### src/rtl/uart_pkg.sv
`default_nettype none
// ============================================================================
//  Module      : uart_pkg
//  Description : Shared types and constants for the UART receive framer.
//  Revision    : 1.0  initial release
// ============================================================================
package uart_pkg;

  // Byte width of a received character
  localparam int DATA_W = 8;

  // Bit indices reported by the baud counter alongside its mid-bit strobe
  localparam logic [3:0] NUM_START      = 4'd0;
  localparam logic [3:0] NUM_FIRST_DATA = 4'd1;
  localparam logic [3:0] NUM_LAST_DATA  = 4'd8;
  localparam logic [3:0] NUM_STOP       = 4'd9;

  // Receive framer states
  typedef enum logic [2:0] {
    IDLE  = 3'd0,
    START = 3'd1,
    DATA  = 3'd2,
    STOP  = 3'd3,
    ABORT = 3'd4
  } state_e;

  // Plain-vector encodings of the states, for legacy tools and plain logic regs
  localparam logic [2:0] ST_IDLE  = IDLE;
  localparam logic [2:0] ST_START = START;
  localparam logic [2:0] ST_DATA  = DATA;
  localparam logic [2:0] ST_STOP  = STOP;
  localparam logic [2:0] ST_ABORT = ABORT;

endpackage
`default_nettype wire

### src/rtl/uart_rx_sync.sv
`default_nettype none
// ============================================================================
//  Module      : uart_rx_sync
//  Description : Multi-flop synchroniser for the asynchronous rx pin plus a
//                falling-edge detector on the synchronised line.
//  Revision    : 1.0  initial release
// ============================================================================
module uart_rx_sync #(
  parameter int SYNC_STAGES = 2   // must be at least 2
) (
  input  logic clk,
  input  logic rst,
  input  logic rx_i,
  output logic rx_s_o,
  output logic fall_o
);

  logic [SYNC_STAGES-1:0] sync_q;
  logic                   rx_prev_q;

  // Shift the raw pin through the chain; reset to 1s so an idle line shows no edge
  always_ff @(posedge clk) begin
    if (rst) begin
      sync_q    <= '1;
      rx_prev_q <= 1'b1;
    end else begin
      sync_q    <= {sync_q[SYNC_STAGES-2:0], rx_i};
      rx_prev_q <= sync_q[SYNC_STAGES-1];
    end
  end

  assign rx_s_o = sync_q[SYNC_STAGES-1];
  assign fall_o = rx_prev_q & ~rx_s_o;

endmodule
`default_nettype wire

### src/rtl/uart_rx_frame.sv
`default_nettype none
// ============================================================================
//  Module      : uart_rx_frame
//  Description : UART receive framer. Detects the start edge, kicks the baud
//                counter, captures start/8 data/stop on the counter's mid-bit
//                strobes and presents the byte on a valid/ready handshake with
//                framing-error and overrun pulses.
//  Revision    : 1.0  initial release
// ============================================================================
module uart_rx_frame
  import uart_pkg::*;
#(
  parameter int SYNC_STAGES = 2,
  parameter bit STOP_CHECK  = 1'b1
) (
  input  logic              clk,
  input  logic              rst,
  input  logic              rx,
  input  logic              sel_data,
  input  logic [3:0]        num,
  output logic              en,
  output logic [DATA_W-1:0] rx_data,
  output logic              rx_valid,
  input  logic              rx_ready,
  output logic              frame_err,
  output logic              overrun,
  output logic              busy
);

  logic              rx_s;
  logic              fall;

  logic [2:0]        state_q, state_d;
  logic [DATA_W-1:0] shift_q, shift_d;
  logic              en_q, en_d;
  logic              busy_q;
  logic [DATA_W-1:0] rx_data_q;
  logic              rx_valid_q;
  logic              frame_err_q;
  logic              overrun_q;

  logic              deliver;
  logic              stop_bad;
  logic [2:0]        bit_idx;
  logic              data_num;

  uart_rx_sync #(
    .SYNC_STAGES (SYNC_STAGES)
  ) u_sync (
    .clk    (clk),
    .rst    (rst),
    .rx_i   (rx),
    .rx_s_o (rx_s),
    .fall_o (fall)
  );

  // num 1..8 carries data bits d0..d7; map to a shift-register position
  assign bit_idx  = 3'(num - NUM_FIRST_DATA);
  assign data_num = (num >= NUM_FIRST_DATA) && (num <= NUM_LAST_DATA);

  // Next-state logic: frame sequencing, data capture and stop-bit evaluation
  always_comb begin
    state_d  = state_q;
    shift_d  = shift_q;
    en_d     = 1'b0;
    deliver  = 1'b0;
    stop_bad = 1'b0;
    case (state_q)
      ST_IDLE: begin
        if (fall) begin
          en_d    = 1'b1;
          state_d = ST_START;
        end
      end
      ST_START: begin
        // A line that is high again at the start-bit centre was only a glitch
        if (sel_data && (num == NUM_START)) begin
          state_d = rx_s ? ST_ABORT : ST_DATA;
        end
      end
      ST_DATA: begin
        if (sel_data && data_num) begin
          shift_d[bit_idx] = rx_s;
          if (num == NUM_LAST_DATA) begin
            state_d = ST_STOP;
          end
        end
      end
      ST_STOP: begin
        if (sel_data && (num == NUM_STOP)) begin
          state_d  = ST_IDLE;
          stop_bad = ~rx_s;
          deliver  = rx_s | ~STOP_CHECK;
        end
      end
      ST_ABORT: begin
        // The baud counter cannot be cancelled, so sit out the rest of its frame
        if (sel_data && (num == NUM_STOP)) begin
          state_d = ST_IDLE;
        end
      end
      default: begin
        state_d = ST_IDLE;
      end
    endcase
  end

  // Frame state, shift register and start/busy flags
  always_ff @(posedge clk) begin
    if (rst) begin
      state_q <= ST_IDLE;
      shift_q <= '0;
      en_q    <= 1'b0;
      busy_q  <= 1'b0;
    end else begin
      state_q <= state_d;
      shift_q <= shift_d;
      en_q    <= en_d;
      busy_q  <= (state_d != ST_IDLE);
    end
  end

  // Output holding register with valid/ready handshake and overrun protection
  always_ff @(posedge clk) begin
    if (rst) begin
      rx_data_q   <= '0;
      rx_valid_q  <= 1'b0;
      frame_err_q <= 1'b0;
      overrun_q   <= 1'b0;
    end else begin
      frame_err_q <= stop_bad;
      overrun_q   <= 1'b0;
      if (deliver) begin
        if (rx_valid_q && !rx_ready) begin
          // Previous byte still held: keep it and drop the new one
          overrun_q <= 1'b1;
        end else begin
          rx_data_q  <= shift_q;
          rx_valid_q <= 1'b1;
        end
      end else if (rx_valid_q && rx_ready) begin
        rx_valid_q <= 1'b0;
      end
    end
  end

  assign en        = en_q;
  assign busy      = busy_q;
  assign rx_data   = rx_data_q;
  assign rx_valid  = rx_valid_q;
  assign frame_err = frame_err_q;
  assign overrun   = overrun_q;

endmodule
`default_nettype wire

### config.mk
export PLATFORM = sky130hd
export DESIGN_NAME = uart_rx_frame
export DESIGN_NICKNAME = d
export VERILOG_FILES = /design/src/rtl/uart_pkg.sv /design/src/rtl/uart_rx_sync.sv /design/src/rtl/uart_rx_frame.sv
export SDC_FILE = /design/constraint.sdc
export NUM_CORES = 1
export LEC_CHECK = 0
export CORE_MARGIN = 5
export CORE_UTILIZATION = 25
export DETAILED_ROUTE_END_ITERATION = 16
export PLACE_DENSITY_LB_ADDON = 0.08
export REMOVE_ABC_BUFFERS = 1
export SYNTH_ARGS = -nofsm -noshare
export SYNTH_HDL_FRONTEND = slang
export SYNTH_SLANG_ARGS = --single-unit
### constraint.sdc
create_clock -name clk -period 2.1 [get_ports clk]
set_input_delay 0.525 -clock clk [delete_from_list [all_inputs] [get_ports clk]]
set_output_delay 0.525 -clock clk [all_outputs]
set_load 0.03 [all_outputs]
# Word-level counts from Yosys, hierarchy flattened
# Index checks and enable logic that the tools add are counted.
[word_totals]
input_bits = 9
out_inout_bits = 13
regBits = 27
word_cells = 65
[classes]
n_bitwise = 7
n_mux = 17
eq_ne = 7
n_addsub = 1
reduce_logical = 19
magnitude_cmp = 4
[op_table]
columns = ["op", "count"]
rows = [
  ["two-way mux 3 bit", 6],
  ["one-hot mux 3 bit (4 select lines)", 1],
  ["bitwise mux 8 bit", 1],
  ["equality test 4 bit (second input constant)", 2],
  ["two-way mux 1 bit", 8],
  ["logical AND 1 bit", 7],
  ["equality test 3 x 2 -> 1 bit (second input constant)", 2],
  ["NOT 1 bit", 6],
  ["AND reduction 2 bit", 3],
  ["OR reduction 2 bit", 3],
  ["greater-or-equal comparator 4 x 1 -> 1 bit (second input constant)", 1],
  ["less-or-equal comparator 4 bit (second input constant)", 1],
  ["zero test 4 bit", 1],
  ["< comparator 3 x 4 -> 1 bit (second input constant)", 1],
  ["demux 1 bit (select 3 bit)", 1],
  ["equality test 3 x 1 -> 1 bit (second input constant)", 1],
  ["equality test 3 bit (second input constant)", 1],
  ["greater-or-equal comparator 3 x 1 -> 1 bit (second input constant)", 1],
  ["zero test 3 bit", 1],
  ["nonzero test 3 bit", 1],
  ["OR reduction 3 bit", 1],
  ["subtractor 3 x 1 -> 3 bit (second input constant)", 1],
  ["!= test 2 bit (second input constant)", 1],
  ["nonzero test 2 bit", 1],
  ["2 further kinds", 2],
]

# Logic depth before layout (Yosys ltp)
[depth]
depth_word = 6
depth_mapped = 7
ltp_nobuf = 6

# Modules after synthesis
# Synthesis repeated with hierarchy kept, for this count alone.
[unflattened]
cells_unflattened = 129
hier_area_um2 = 1241.2
[modules_own_cells]
columns = ["module", "instances", "seq_area_each_um2", "area_per_inst_um2", "cells_each"]
rows = [
  ["uart_rx_frame", 1, 480.5, 1156.1, 122],
  ["uart_rx_sync", 1, 60.1, 85.1, 7],
]

# Least setup slack after synthesis
# Ideal clock, no wire load.
[synth_timing]
path_type = "input to register"
start = "in num[1]"
end = "reg rx_data_q[0] (netlist: rx_data[0])"
cell_stages = 7
required_ns = 1.972
slack_ns = 0.356
arrival_ns = 1.617
path_buffers = 1
cell_sequence = "inv_1 ha_1 nand4b_4 nor4b_2 buf_6 mux2i_1 nor2_1"
[synth_between]
elab_chain_len = 5
[synth_lines]
columns = ["item", "line", "text"]
rows = [
  ["start, declared", "uart_rx_frame.sv:20", "input logic [3:0] num,"],
  ["equality test 4 bit", "uart_rx_frame.sv:90", "if (sel_data && (num == NUM_STOP)) begin"],
  ["logical AND 1 bit", "uart_rx_frame.sv:90", ""],
  ["two-way mux 1 bit", "uart_rx_frame.sv:90", ""],
  ["two-way mux 1 bit", "uart_rx_frame.sv:68", "case (state_q)"],
  ["AND reduction 2 bit (no source line)", "n/a", ""],
  ["end signal, assigned", "uart_rx_frame.sv:138", "rx_data_q <= shift_q;"],
  ["end, declared", "uart_rx_frame.sv:37", "logic [DATA_W-1:0] rx_data_q;"],
]
# No other way between the ends.
# A chain may end at the register's enable or synchronous reset.

# Final worst setup path
[layout_timing]
start = "in num[3]"
end = "reg rx_data_q[0] (netlist: rx_data[0])"
# The elaborated chain is that of the path after synthesis.

==> run metrics <==
status completed; Top Ports 22; max incr delay on CP 0.69 ns; cell count of the worst reg-to-reg path 4; sequential share of the synthesized area around 41%; clock latency on the worst-skew pair approximately 0.27 ns; Syn. warnings 0; routed vias/inst 4.54; Worst EP required 2.27 ns; Cells after Synth roughly 130; grt met3 use between 3 and 4%; post-synthesis cell type count 44; post-placement cell count 231; # setup viols final 0; die height between 80 and 90 um; Final min period around 2.0 ns; EDFF count, synth 0; min-delay worst type register to register; DIE AREA around 6800 um2; # clock sinks 27; Post-route DRC 0; Max Cap Violations 0; WL/cell 12.5 um; first-pass GRT wire length between 5000 and 6000 um; Cell Area, Synth ~1300 um2; Slowest-stage cell, CP clkdlybuf4s50_1; post-DP HPWL approximately 2200 um; clk_skew 0.00204 ns; switching share of power a little under a quarter; antenna violations before repair 0; Die Wd between 80 and 90 um; crit path DAT 2.14 ns; internal power about 700 uW; dominant cells by area after synthesis dfxtp_1 41%, mux2i_1 6.1%, or3b_1 3.3%; startpoint types input pin; Pleak ~0.63 nW; WL final around 3000 um; CTS root buf clkbuf_8; first drt pass iteration count 4; Synth Register Bits 27; Clock Power Share a little under a third; Mean Syn Cell Area between 9 and 10 um2; number of I/O port buffers 21; asr flop ratio synth 0%; Area growth syn-to-layout 35.9%; total gr overflow 0; Yosys top cell by area dfxtp_1; gr usage total around a tenth; most frequent cells in the layout 27 x dfxtp_1, 20 x clkdlybuf4s50_1, 15 x buf_4; PD cells roughly 520 nW/um2; # nets final ~180; CTS tree yes; Initial Utilization about a quarter; Final Cycle Share 94.1%; vias in the first global route around 1100; Multi-input gate area around 740 um2; cts bufs inserted 3; Clk pin slew, worst setup/hold paths around 0.090 ns; buffer count from post-CTS setup fixing 0; Post-DRT Antenna Nets 0; largest net degree at the start of global routing 26; Max VDD drop around 0.34 mV; hold_ws between 0.4 and 0.5 ns; Slew Limit Headroom 75.6%; ANT cells 0; Iteration-0 DRC Markers 44; combinational power share between 10% and 20%; setup TNS 0 ns; commonest non-fill, non-tap cell in the layout dfxtp_1; core area 5110 um2; CP Class input pin to register; # fillers between 500 and 600; row count 26; clock buffer depth 2; Sw Pwr around 210 uW; # hold bufs at CTS 0; Seq pwr share 56.4%; Final GP Congestion 0.709; area share of the largest cell type after synthesis approximately two fifths; critical path, cell by cell clkdlybuf4s50_1 > nand4b_4 > nor4b_2 > buf_4 > mux2i_1 > nor2_1; Finished Layout Cells between 200 and 250; Crit. End Element register; RSZ-0062 raised after global routing no; Max FO, Critical Path 8; Storage cell area between 500 and 600 um2; met2 usage 16.7%; Hold Fails Final Rpt 0; Top Usage Layer GRT met2; Main synth FF type dfxtp_1; worst slew pin tran 0.365 ns; FMAX ~510 MHz; Worst Hold Depth 1; GR met1 Demand/Resource 12.0%; Slew Limit Fails 0; htree depth 1; routed via count between 1000 and 1500; fraction of layout cells with a size suffix above 1 22.4%
critical path, delay by kind of cell:
| family | cells | cell delay (ns) |
|---|---|---|
| buffers and inverters | 2 | 0.93 |
| and+or+nand+nor | 3 | 0.48 |
| muxes | 1 | 0.20 |
cell usage after synthesis, types with 2 or more instances:
cell,number
nor2b_1,2
or3b_1,5
a311oi_1,2
mux2i_1,8
nor2_1,11
o21ai_0,8
nor4b_2,2
or2_2,2
and2b_1,2
a21oi_1,7
inv_1,5
and4b_1,2
o31ai_1,2
buf_6,3
nor3_1,3
nand3_1,4
ha_1,3
nand4_1,2
nor3b_2,2
dfxtp_1,27
nand2b_1,4
nand2_1,3
clkbuf_1,3
metrics by stage:
| stage | area [um2] | util, % | power (mW) | setup slack (ns) |
|---|---|---|---|---|
| floorplan | 1250 | - | 0.573 | -0.0565 |
| global placement | 1680 | 32.9 | 0.636 | -0.233 |
| detailed placement | 1680 | 32.9 | 0.637 | -0.253 |
| CTS | 1720 | 33.7 | 0.929 | 0.0303 |
| global route | 1780 | 34.8 | 0.970 | 0.0219 |
| finish | 1780 | 34.8 | 0.924 | 0.124 |
path summary, 6_finish.rpt:
check                                      start               end  slack, ns
worst max-delay path                      num[3]        rx_data[0]       0.12
worst min-delay path            u_sync.sync_q[0]  u_sync.sync_q[1]       0.42
worst max register to register        state_q[1]        shift_q[0]       0.56
worst min register to register  u_sync.sync_q[0]  u_sync.sync_q[1]       0.42
cell families (layout without fill, tap and decap cells):
family	after synthesis	after routing	synth area share, %
flops	27	27	41.3
buf+inv	14	46	6.12
simple gates	54	54	29.4
fa+ha+maj	3	3	2.87
xor+xnor	1	1	0.669
mux	8	8	6.12
compound gates	26	26	13.5
sequential cells by signal, indices dropped and copies added, names as in the netlist:
signal	cells
rx_data	8
busy	1
u_sync.rx_prev_q	1
state_q	3
u_sync.sync_q	2
frame_err	1
rx_valid	1
overrun	1
shift_q	8
en	1
power groups by stage:
stage / sequential, mW / combinational, mW / clock, mW
floorplan: 0.536 / 0.0376 / 0
global placement: 0.534 / 0.102 / 0
detailed placement: 0.533 / 0.104 / 0
CTS: 0.521 / 0.105 / 0.304
global route: 0.522 / 0.126 / 0.321
finish: 0.521 / 0.116 / 0.287
routing by layer:
metal | part of all wire (%) | routed length, um
met5 | 0 | 0
met4 | 0.82 | 24
met3 | 4.5 | 131
met2 | 47 | 1370
met1 | 48 | 1410
cell type report:
| type | instances | area share [%] |
|---|---|---|
| inverter | 5 | 1.05 |
| tap | 70 | 4.92 |
| multi-input combinational | 92 | 41.7 |
| clock buffer | 4 | 2.53 |
| timing repair buffer | 37 | 19.4 |
| sequential | 27 | 30.4 |
timing repair:
| item | 4_1_cts | 5_1_grt |
|---|---|---|
| resized for setup | 0 | 10 |
| endpoints found under the setup margin | 0 | 11 |
| hold endpoints to repair | 0 | 0 |
Power figures use the tool's default switching activity.
==> edit: new RTL, config.mk and constraints unchanged <==
Remove the register `frame_err_q`: a continuous assignment takes its place, so the output `frame_err` follows one clock earlier.
--- a/src/rtl/uart_rx_frame.sv
+++ b/src/rtl/uart_rx_frame.sv
@@ -125,10 +125,8 @@
     if (rst) begin
       rx_data_q   <= '0;
       rx_valid_q  <= 1'b0;
-      frame_err_q <= 1'b0;
       overrun_q   <= 1'b0;
     end else begin
-      frame_err_q <= stop_bad;
       overrun_q   <= 1'b0;
       if (deliver) begin
         if (rx_valid_q && !rx_ready) begin
@@ -144,6 +142,8 @@
     end
   end
 
+  assign frame_err_q = stop_bad;
+
   assign en        = en_q;
   assign busy      = busy_q;
   assign rx_data   = rx_data_q;
Formal check against the unedited RTL: not equivalent (Yosys sat finds a counterexample within 10 cycles, from zero or initial values and one cycle with rst high).
==> edit against the original RTL <==
Setup slack worse by 84 ps. Clock skew rose by 0.52 ps. Sequential power down 4%. Critical path depth decreased by 1. Cell area shrank 4.0%. Maximum frequency down 4.1%. Area after synthesis shrank 7.4%. Sequential cell count down 1. Combinational power fell by 16%. Total power is 5.0% lower. Wire length down 4.9%. Clock power down 3%. Critical path type is now in -> out. Critical endpoint is now frame_err.
==> edit: results (changes against the original RTL) <==
worst endpoint data arrival time: 1540 ps (-600 ps)
Worst IR Drop VDD: 269 uV (-22%)
vias in the first global route: 985 (-8.8%)
Avg WL per Cell: 12.2 um (-2.4%)
#FFs+latches synth: 26 (-3.7%)
Placer Congestion: 0.731 (+3.0%)
Post-synth top flop: dfxtp_1
Fillers: 487 (-10%)
met1 WL: 1.40 mm (-1.3%)
top layer reached by signal wires: met4
postcts setup bufs: 2 (+2)
Post-Syn Instances: 125 (-6.0%)
Inst Count DP: 224 (-3.0%)
Clock transition at path regs: 90 ps (about the same)
Slowest Stage Delay on Critical Path: 270 ps (-420 ps)
Max FO, Critical Path: 2 (-6)
ranking of synthesized cells by area: dfxtp_1 (43%), mux2i_1 (12%), nand2b_1 (5.7%)
dpl hpwl: 2.10 mm (-6.4%)
GRT Resource Usage Total: 9.68% (-0.11 points)
Final ANT Viol Nets: 0 (unchanged)
first-pass GRT wire length: 4.84 mm (-4.9%)
Post-synth ARST share: 0% (unchanged)
initial drt markers: 88 (+100%)
antenna cells: 0 (unchanged)
met2 WL post-DR: 1.27 mm (-7.4%)
Worst Hold Depth: 1 (unchanged)
Worst path top cell family by delay: simple AND/OR/NAND/NOR gates
WL final: 2.80 mm (-4.9%)
max_slew headroom: 73.9% (-1.7 points)
reg2reg path depth: 8 (+4)
Leakage Power: 0.667 nW (+5.4%)
vias: 981 (-8.0%)
Yosys cell types: 40 (-9.1%)
status: completed
met3 wire length: 106 um (-19%)
initial antenna violation count: 0 (unchanged)
Placement Setup Slack: -464 ps (-211 ps)
top cells by count, synth: dfxtp_1 (26), mux2i_1 (15), nand2b_1 (11), nor2_1 (11)
dpl cell area: 0.00160 mm^2 (-4.4%)
CP max-delay cell: or2_4
final clock skew: 2.56 ps (+0.521 ps)
largest net degree at the start of global routing: 17 (-35%)
Nets: 176 (-1.1%)
share of layout cells above drive strength 1: 24.7% (+2.3 points)
sequential share of the synthesized area: 42.9% (+1.6 points)
Resized Gates After CTS: 15 (+15)
CTS Buffer Depth: 2 (unchanged)
-- edit: cell count changes in the layout (fill, tap and decap cells not counted), moves of 4 or more --
cell / before / now
buf_4: 15 / 20
or3b_1: 5 / 1
clkdlybuf4s50_1: 20 / 15
mux2i_1: 8 / 15
nand3b_1: 0 / 4
nand2b_1: 4 / 11
o21ai_0: 8 / 1
-- edit: final timing paths --
check / start / endpoint / slack (ps)
hold reg to reg: u_sync.sync_q[0] / u_sync.sync_q[1] / 420
hold / removal: u_sync.sync_q[0] / u_sync.sync_q[1] / 420
setup reg to reg: state_q[0] / rx_data[1] / 300
setup / recovery: num[2] / frame_err / 40
-- edit: per-layer routing --
layer | up-vias | global-route usage, %
li1 | 513 | -
met1 | 447 | 12.5
met2 | 19 | 15.8
met3 | 2 | 1.92
met4 | 0 | 3.61
met5 | - | 0
-- edit: power breakdown --
group,total [W],switching [W],internal (W)
registers,0.000501,0.00000361,0.000497
clock network,0.000279,0.000151,0.000128
logic,0.0000975,0.0000477,0.0000499
total,0.000878,0.000202,0.000676
-- edit: kinds of logic (layout without fill, tap and decap cells) --
group / count (synthesis) / count (layout) / synth area share (%)
muxes: 15 / 15 / 12.4
adders and majority gates: 3 / 3 / 3.10
AOI/OAI and AO/OA: 12 / 12 / 6.92
DFF: 26 / 26 / 42.9
and+or+nand+nor: 59 / 59 / 30.2
xor gates and xnor gates: 1 / 1 / 0.723
buffers and inverters: 9 / 46 / 3.71
-- edit: cell type report --
cell class | count | area (um^2) | share of cell area (%)
multi-input cells | 90 | 714 | 41.8
flip-flops and latches | 26 | 520 | 30.5
clock buffers | 3 | 41.3 | 2.42
inverters | 3 | 11.3 | 0.659
well taps | 67 | 83.8 | 4.91
repair buffers | 40 | 337 | 19.7
